File: config.mk
export PLATFORM = sky130hd
export DESIGN_NAME = jt7759_enc_flat
export DESIGN_NICKNAME = d
export VERILOG_FILES = /design/src/rtl/jt7759_pkg.sv /design/src/rtl/jt7759_enc_if.sv /design/src/rtl/jt7759_enc_model.sv /design/src/rtl/jt7759_enc.sv /design/src/flat_wrapper.sv
export SDC_FILE = /design/constraint.sdc
export NUM_CORES = 1
export LEC_CHECK = 0
export CAP_MARGIN = 25
export CELL_PAD_IN_SITES_DETAIL_PLACEMENT = 1
export CELL_PAD_IN_SITES_GLOBAL_PLACEMENT = 2
export CORE_MARGIN = 4
export CORE_UTILIZATION = 30
export DETAILED_ROUTE_END_ITERATION = 8
export GPL_ROUTABILITY_DRIVEN = 0
export PLACE_DENSITY_LB_ADDON = 0.25
export REMOVE_ABC_BUFFERS = 1
export SYNTH_ARGS = -nofsm -noshare
export SYNTH_HDL_FRONTEND = slang
export SYNTH_HIERARCHICAL = 1
export SYNTH_SLANG_ARGS = --single-unit
File: constraint.sdc
create_clock -name clk -period 12.8 [get_ports clk]
set_input_delay 1.92 -clock clk [delete_from_list [all_inputs] [get_ports clk]]
set_output_delay 1.92 -clock clk [all_outputs]
set_load 0.01 [all_outputs]
File: src/rtl/jt7759_pkg.sv
// -----------------------------------------------------------------------------
// jt7759_pkg
// Tables and helpers shared by the jt7759 ADPCM decoder and the encoder, so
// both ends reconstruct samples from exactly the same data.
//   enc_state_t : encoder FSM states
//   STEP_MAG    : step magnitudes per ADPCM state, codes 0..7 (8..15 negate)
//   ADJ         : state adjustment per code
//   step_val()  : signed step for (state, code)
//   sat9()      : saturate a 10-bit sum to the signed 9-bit range
// -----------------------------------------------------------------------------
package jt7759_pkg;

    typedef enum logic [1:0] {
        S_IDLE,
        S_SEARCH,
        S_UPDATE,
        S_OUT
    } enc_state_t;

    // Codes 8..15 mirror 0..7 with the opposite sign, so only magnitudes
    // are stored. The largest magnitude (214) needs a 9-bit signed result.
    localparam logic [7:0] STEP_MAG [16][8] = '{
        '{8'd0, 8'd0,  8'd1,  8'd2,  8'd3,  8'd5,   8'd7,   8'd10 },
        '{8'd0, 8'd1,  8'd2,  8'd3,  8'd4,  8'd6,   8'd8,   8'd13 },
        '{8'd0, 8'd1,  8'd2,  8'd4,  8'd5,  8'd7,   8'd10,  8'd15 },
        '{8'd0, 8'd1,  8'd3,  8'd4,  8'd6,  8'd9,   8'd13,  8'd19 },
        '{8'd0, 8'd2,  8'd3,  8'd5,  8'd8,  8'd11,  8'd15,  8'd23 },
        '{8'd0, 8'd2,  8'd4,  8'd7,  8'd10, 8'd14,  8'd19,  8'd29 },
        '{8'd0, 8'd3,  8'd5,  8'd8,  8'd12, 8'd16,  8'd22,  8'd33 },
        '{8'd1, 8'd4,  8'd7,  8'd10, 8'd15, 8'd20,  8'd29,  8'd43 },
        '{8'd1, 8'd4,  8'd8,  8'd13, 8'd18, 8'd25,  8'd35,  8'd53 },
        '{8'd1, 8'd6,  8'd10, 8'd16, 8'd22, 8'd31,  8'd43,  8'd64 },
        '{8'd2, 8'd7,  8'd12, 8'd19, 8'd27, 8'd37,  8'd51,  8'd76 },
        '{8'd2, 8'd9,  8'd16, 8'd24, 8'd34, 8'd46,  8'd64,  8'd96 },
        '{8'd3, 8'd11, 8'd19, 8'd29, 8'd41, 8'd57,  8'd79,  8'd117},
        '{8'd4, 8'd13, 8'd24, 8'd36, 8'd50, 8'd69,  8'd96,  8'd143},
        '{8'd4, 8'd16, 8'd29, 8'd44, 8'd62, 8'd85,  8'd118, 8'd175},
        '{8'd6, 8'd20, 8'd36, 8'd54, 8'd76, 8'd104, 8'd144, 8'd214}
    };

    localparam logic signed [2:0] ADJ [16] = '{
        -3'sd1, -3'sd1, 3'sd0, 3'sd0, 3'sd1, 3'sd2, 3'sd2, 3'sd3,
        -3'sd1, -3'sd1, 3'sd0, 3'sd0, 3'sd1, 3'sd2, 3'sd2, 3'sd3
    };

    function automatic logic signed [8:0] step_val(input logic [3:0] st,
                                                   input logic [3:0] n);
        logic signed [8:0] smag;
        smag = $signed({1'b0, STEP_MAG[st][n[2:0]]});
        return n[3] ? -smag : smag;
    endfunction

    function automatic logic signed [8:0] sat9(input logic signed [9:0] s);
        if (s > 10'sd255)
            return 9'sd255;
        else if (s < -10'sd256)
            return $signed(9'h100);
        return s[8:0];
    endfunction

endpackage

File: src/rtl/jt7759_enc_if.sv
// -----------------------------------------------------------------------------
// jt7759_enc_if
// Sample-in / nibble-out handshake bundle of the jt7759 encoder.
//   pcm, pcm_valid, pcm_ready : signed 9-bit sample input, valid/ready
//   nibble, nib_valid, nib_ready : 4-bit code output, valid/ready
//   pred : reconstructed sample after the emitted nibble
// slave = encoder side, master = producer/consumer side.
// -----------------------------------------------------------------------------
interface jt7759_enc_if;
    logic signed [8:0] pcm;
    logic              pcm_valid;
    logic              pcm_ready;
    logic        [3:0] nibble;
    logic              nib_valid;
    logic              nib_ready;
    logic signed [8:0] pred;

    modport master (
        output pcm, pcm_valid, nib_ready,
        input  pcm_ready, nibble, nib_valid, pred
    );

    modport slave (
        input  pcm, pcm_valid, nib_ready,
        output pcm_ready, nibble, nib_valid, pred
    );
endinterface

File: src/rtl/jt7759_enc_model.sv
// -----------------------------------------------------------------------------
// jt7759_enc_model
// Combinational copy of the jt7759 decoder reconstruction step.
//   i_acc      : current signed 9-bit predictor
//   i_st       : current ADPCM state 0..15
//   i_n        : code to apply
//   o_acc_next : saturated predictor after the code
//   o_st_next  : state after the code, clamped to 0..15
// -----------------------------------------------------------------------------
module jt7759_enc_model
    import jt7759_pkg::*;
(
    input  logic signed [8:0] i_acc,
    input  logic        [3:0] i_st,
    input  logic        [3:0] i_n,
    output logic signed [8:0] o_acc_next,
    output logic        [3:0] o_st_next
);

    logic signed [8:0] w_step;
    logic signed [9:0] w_sum;
    logic        [5:0] w_st_sum;

    assign w_step     = step_val(i_st, i_n);
    assign w_sum      = {i_acc[8], i_acc} + {w_step[8], w_step};
    assign o_acc_next = sat9(w_sum);

    // State sum spans -1..18; bit 5 flags negative, bit 4 flags above 15.
    assign w_st_sum = {2'b00, i_st} + {{3{ADJ[i_n][2]}}, ADJ[i_n]};

    always_comb begin
        o_st_next = w_st_sum[3:0];
        if (w_st_sum[5])
            o_st_next = 4'd0;
        else if (w_st_sum[4])
            o_st_next = 4'd15;
    end

endmodule

File: src/rtl/jt7759_enc.sv
// -----------------------------------------------------------------------------
// jt7759_enc
// ADPCM encoder producing the nibble stream for the jt7759 decoder. Each
// sample is encoded by trying all 16 codes against the decoder model, one per
// enabled cycle, and committing the code with the smallest error.
//   clk  : system clock
//   rstn : asynchronous active-low reset
//   cen  : clock enable, all state advances only when high
//   clr  : synchronous model reset (honoured when cen=1)
//   io   : sample/nibble handshake bundle (slave side)
// -----------------------------------------------------------------------------
module jt7759_enc
    import jt7759_pkg::*;
(
    input  logic clk,
    input  logic rstn,
    input  logic cen,
    input  logic clr,
    jt7759_enc_if.slave io
);

    enc_state_t        r_state;
    enc_state_t        w_next_state;
    logic signed [8:0] r_tgt;
    logic signed [8:0] r_acc;
    logic        [3:0] r_st;
    logic        [3:0] r_k;
    logic        [3:0] r_best_k;
    logic        [9:0] r_best_err;
    logic        [3:0] r_nibble;
    logic signed [8:0] r_pred;
    logic              r_nib_valid;

    logic        [3:0] w_n;
    logic signed [8:0] w_acc_next;
    logic        [3:0] w_st_next;
    logic        [9:0] w_diff;
    logic        [9:0] w_err;

    // The single model instance scores candidate r_k while searching and
    // replays the winning code in UPDATE.
    assign w_n = (r_state == S_UPDATE) ? r_best_k : r_k;

    jt7759_enc_model u_model (
        .i_acc      (r_acc),
        .i_st       (r_st),
        .i_n        (w_n),
        .o_acc_next (w_acc_next),
        .o_st_next  (w_st_next)
    );

    assign w_diff = {r_tgt[8], r_tgt} - {w_acc_next[8], w_acc_next};
    assign w_err  = w_diff[9] ? (10'd0 - w_diff) : w_diff;

    assign io.pcm_ready = (r_state == S_IDLE);
    assign io.nibble    = r_nibble;
    assign io.pred      = r_pred;
    assign io.nib_valid = r_nib_valid;

    always_comb begin
        w_next_state = r_state;
        case (r_state)
            S_IDLE:   if (io.pcm_valid) w_next_state = S_SEARCH;
            S_SEARCH: if (r_k == 4'd15) w_next_state = S_UPDATE;
            S_UPDATE: w_next_state = S_OUT;
            S_OUT:    if (io.nib_ready) w_next_state = S_IDLE;
            default:  w_next_state = S_IDLE;
        endcase
        if (clr)
            w_next_state = S_IDLE;
    end

    always_ff @(posedge clk or negedge rstn) begin
        if (!rstn)
            r_state <= S_IDLE;
        else if (cen)
            r_state <= w_next_state;
    end

    always_ff @(posedge clk or negedge rstn) begin
        if (!rstn) begin
            r_tgt       <= '0;
            r_acc       <= '0;
            r_st        <= '0;
            r_k         <= '0;
            r_best_k    <= '0;
            r_best_err  <= '0;
            r_nibble    <= '0;
            r_pred      <= '0;
            r_nib_valid <= 1'b0;
        end else if (cen) begin
            if (clr) begin
                r_acc       <= '0;
                r_st        <= '0;
                r_k         <= '0;
                r_nibble    <= '0;
                r_pred      <= '0;
                r_nib_valid <= 1'b0;
            end else begin
                case (r_state)
                    S_IDLE: begin
                        if (io.pcm_valid) begin
                            r_tgt <= io.pcm;
                            r_k   <= 4'd0;
                        end
                    end
                    S_SEARCH: begin
                        // Strict less-than keeps the lowest code on ties;
                        // k=0 always seeds the tracker.
                        if (r_k == 4'd0 || w_err < r_best_err) begin
                            r_best_k   <= r_k;
                            r_best_err <= w_err;
                        end
                        r_k <= r_k + 4'd1;
                    end
                    S_UPDATE: begin
                        r_acc       <= w_acc_next;
                        r_st        <= w_st_next;
                        r_nibble    <= r_best_k;
                        r_pred      <= w_acc_next;
                        r_nib_valid <= 1'b1;
                    end
                    S_OUT: begin
                        if (io.nib_ready)
                            r_nib_valid <= 1'b0;
                    end
                    default: ;
                endcase
            end
        end
    end

endmodule

File: src/flat_wrapper.sv
// flat-port wrapper written by rule: the top's interface ports become plain ports
module jt7759_enc_flat import jt7759_pkg::*;
  (clk, rstn, cen, clr, io_pcm, io_pcm_valid, io_nib_ready, io_pcm_ready, io_nibble, io_nib_valid, io_pred);
  jt7759_enc_if io_i ();
  input  logic clk;
  input  logic rstn;
  input  logic cen;
  input  logic clr;
  input wire logic [$bits(io_i.pcm)-1:0] io_pcm;
  input wire logic [$bits(io_i.pcm_valid)-1:0] io_pcm_valid;
  input wire logic [$bits(io_i.nib_ready)-1:0] io_nib_ready;
  output wire logic [$bits(io_i.pcm_ready)-1:0] io_pcm_ready;
  output wire logic [$bits(io_i.nibble)-1:0] io_nibble;
  output wire logic [$bits(io_i.nib_valid)-1:0] io_nib_valid;
  output wire logic [$bits(io_i.pred)-1:0] io_pred;
  assign io_i.pcm = io_pcm;
  assign io_i.pcm_valid = io_pcm_valid;
  assign io_i.nib_ready = io_nib_ready;
  assign io_pcm_ready = io_i.pcm_ready;
  assign io_nibble = io_i.nibble;
  assign io_nib_valid = io_i.nib_valid;
  assign io_pred = io_i.pred;
  jt7759_enc u_core (.clk(clk), .rstn(rstn), .cen(cen), .clr(clr), .io(io_i));
endmodule
==> qor.yml <==
place:
  port_buffers: 29
  dp_cells: 780
  place_hpwl_um: 10700
  detailedPlace.worstSlack_ns: 3.43
critical_path:
  worst_setup_path_start_kind: "flop"
  rr_startpoint: "u_core/r_state[0]"
  critical_path_class: "reg -> reg"
  cp_max_fo: 34
  r2r_end: "u_core/r_best_err[7]"
  endpoint_kind: "flop"
  max_stage_delay_ns: 0.72
  r2r_slack_ns: 3.42
  cp_common_cell: "ha_1"
  crit_required_ns: 12.98
  cp_num_buf_inv: 4
  reg2reg_depth: 34
  worstPathArrival_ns: 9.56
  crit_slowest_cell: "a2111oi_0"
  crit_family: "compound AO/OA/AOI/OAI gates"
grt:
  grt_overflow_total: 0
  grt_start_max_net_pins: 42
  antenna_found_initial: 0
  grt_use_total_pct: 15.4
  grt_pass1_wl_um: 23100
  grt_pass1_vias: 4465
floorplanning:
  initial_utilization_pct: 30.5
  die_w_um: 135
  die_h_um: 135
  rows: 46
  die_area_um2: 18300
  ios: 30
  core_um2: 15900
logic_synthesis:
  synth_flop_cell: "dfrtp_1"
  yosys-top-cells-count: "ha_1 (52), dfrtp_1 (47), inv_1 (43), nor2_1 (41), a21oi_1 (36)"
  syn_inst: 553
  yosysTopAreaCell: "dfrtp_1"
  yosys_warnings: 6
  syn_avg_cell_area_um2: 8.77
  synth.top_cell.area_share_pct: 24.2
  synth_most_common_cell: "ha_1"
  ys_seq_area_share_pct: 24.2
  syn_area_um2: 4850
  ys_types: 76
  ys_ff_latch: 47
  synth-edff-count: 0
  async_flop_share_pct: 100
  ys_top_cells_by_area: "dfrtp_1 (24%), ha_1 (13%), mux2_2 (5.1%), a21oi_1 (3.7%), xnor2_1 (3.4%)"
sta:
  fmaxAchievable_mhz: 107
  tightestPinTransition_ns: 0.890
  setup_violations: 0
  period_minus_slack_ns: 9.38
  maxSlewHeadroom_pct: 39.1
  period_share_pct: 73.3
  hold_violations: 0
  setup_ws_ns: 3.42
  fin_tns_setup_ns: 0
  drv_slew: 0
  rsz0062_at_grt: "no"
  clock_skew_ns: 0.00654
route:
  post_drt_wl_per_cell_um: 17.5
  routed_wl_um: 13800
  vias_per_cell: 5.28
  drc: 0
  drtAntennaViolNets: 0
  drt_pass1_iterations: 4
  drtIter0Drc: 200
  route.vias.total: 4155
layout:
  nFillCells: 1890
  syn2layout_area_growth_pct: 13.4
  fin_cells: 787
  nets: 641
  n_antenna_cell: 0
  drive_gt1_share_pct: 10.3
clock_network:
  cts_buffer_depth: 2
  postCtsSetupBuffers: 0
  hold_buffers: 0
  h-tree-depth: 2
  clkSinkCount: 47
  clk_pin_slew_ns: 0.06
  cts_tree: "built"
  cts_resized: 0
  clk_latency_ns: 0.29
  cts_root_buf: "clkbuf_16"
  cts_buffers: 5
hold_path:
  min_to: "u_core/r_tgt[0]"
  hp-class: "reg -> reg"
  hold_depth: 1
  hp-start: "u_core/r_tgt[0]"
run:
  max-cap-violations: 0
pwr:
  vdd_ir_drop_max_uv: 77.5
  p_per_area_nw_per_um2: 209
  leakage_nw: 2.26
  power.total_w: 0.00115
status:
  outcome: "completed"
[cell families (layout without fill, tap and decap cells)]
group | count (synthesis) | in the layout | share of synthesized area [%]
and+or+nand+nor | 141 | 141 | 15.4
adders and majority gates | 55 | 55 | 14.6
muxes | 37 | 37 | 9.33
xor gates and xnor gates | 31 | 31 | 5.60
DFF | 47 | 47 | 24.2
AOI/OAI and AO/OA | 171 | 171 | 24.3
buffers and inverters | 71 | 89 | 6.50
[final cells by class]
class / count / area, µm² / share of cell area [%]
Inverter: 46 / 175 / 3.18
Tap cell: 216 / 270 / 4.91
Clock inverter: 1 / 30.0 / 0.546
Clock buffer: 6 / 129 / 2.34
Multi-Input combinational cell: 435 / 3360 / 61.1
Timing Repair Buffer: 36 / 358 / 6.50
Sequential cell: 47 / 1180 / 21.4
[how the worst max path moves through the flow]
stage	start	to	depth (start not counted)
after floorplan	u_core/r_state[0]	u_core/r_best_err[1]	32
after global placement	u_core/r_state[0]	u_core/r_best_err[3]	33
after detailed placement	u_core/r_state[0]	u_core/r_best_err[7]	35
after CTS	u_core/r_state[0]	u_core/r_best_err[7]	34
after global routing	u_core/r_state[0]	u_core/r_best_err[9]	35
final	u_core/r_state[0]	u_core/r_best_err[7]	34
[cells in the final DEF (no fill, tap or decap), drive strengths merged, types with 4 or more instances in the layout]
cell type,count
ha,52
dfrtp,47
inv,45
nor2,41
a21oi,39
o21ai,37
mux2,30
clkdlybuf4s50,28
nand2,24
nand2b,20
xnor2,19
a22o,17
xor2,12
nor2b,11
nand3,11
a31oi,9
a211oi,8
buf,8
a21o,7
nor3,7
and3,7
o22ai,7
o211ai,6
clkbuf,6
o31ai,5
mux2i,4
o21a,4
a2111oi,4
a311oi,4
[worst reg2reg max path: cells and delay by family (launching register included)]
kind,cells,cell delay (ns)
AO/OA/AOI/OAI,17,4.56
adder cells (fa/ha/maj),6,1.76
multiplexers,2,0.70
AND/OR/NAND/NOR,3,0.70
XOR/XNOR,2,0.57
buffers and inverters,4,0.53
flip-flops,1,0.42
[flip-flops by register name, indices dropped and copies added, names as in the netlist]
signal	count
u_core/r_st	4
u_core/r_state	2
u_core/r_k	4
u_core/io.pred	9
u_core/r_best_k	4
u_core/r_best_err	10
u_core/io.nibble	4
u_core/r_tgt	9
u_core/io.nib_valid	1
[stage by stage]
stage | hold slack, ns | cell area (µm²) | utilization, %
after floorplan | 0.475 | 4710 | -
after global placement | 0.490 | 5320 | 33.5
after detailed placement | 0.498 | 5340 | 33.6
final | 0.509 | 5500 | 34.6
after global routing | 0.524 | 5500 | 34.6
after CTS | 0.514 | 5500 | 34.6
[power by group]
group          leakage (nW)  switching [W]  internal (W)
clock                0.0769      0.0000577     0.0000913
sequential            0.614      0.0000302      0.000189
combinational          1.57       0.000446      0.000334
total                  2.26       0.000533      0.000614
[per-layer routing]
layer	global-route usage [%]	part of all wire (%)	wire length, µm	up-vias
met5	0	0	0	-
met4	2.86	0.88	121	0
met3	1.89	1.9	263	10
met2	27.1	50	6860	37
met1	20.4	47	6530	2052
li1	-	-	-	2056
Power figures use the tool's default switching activity.
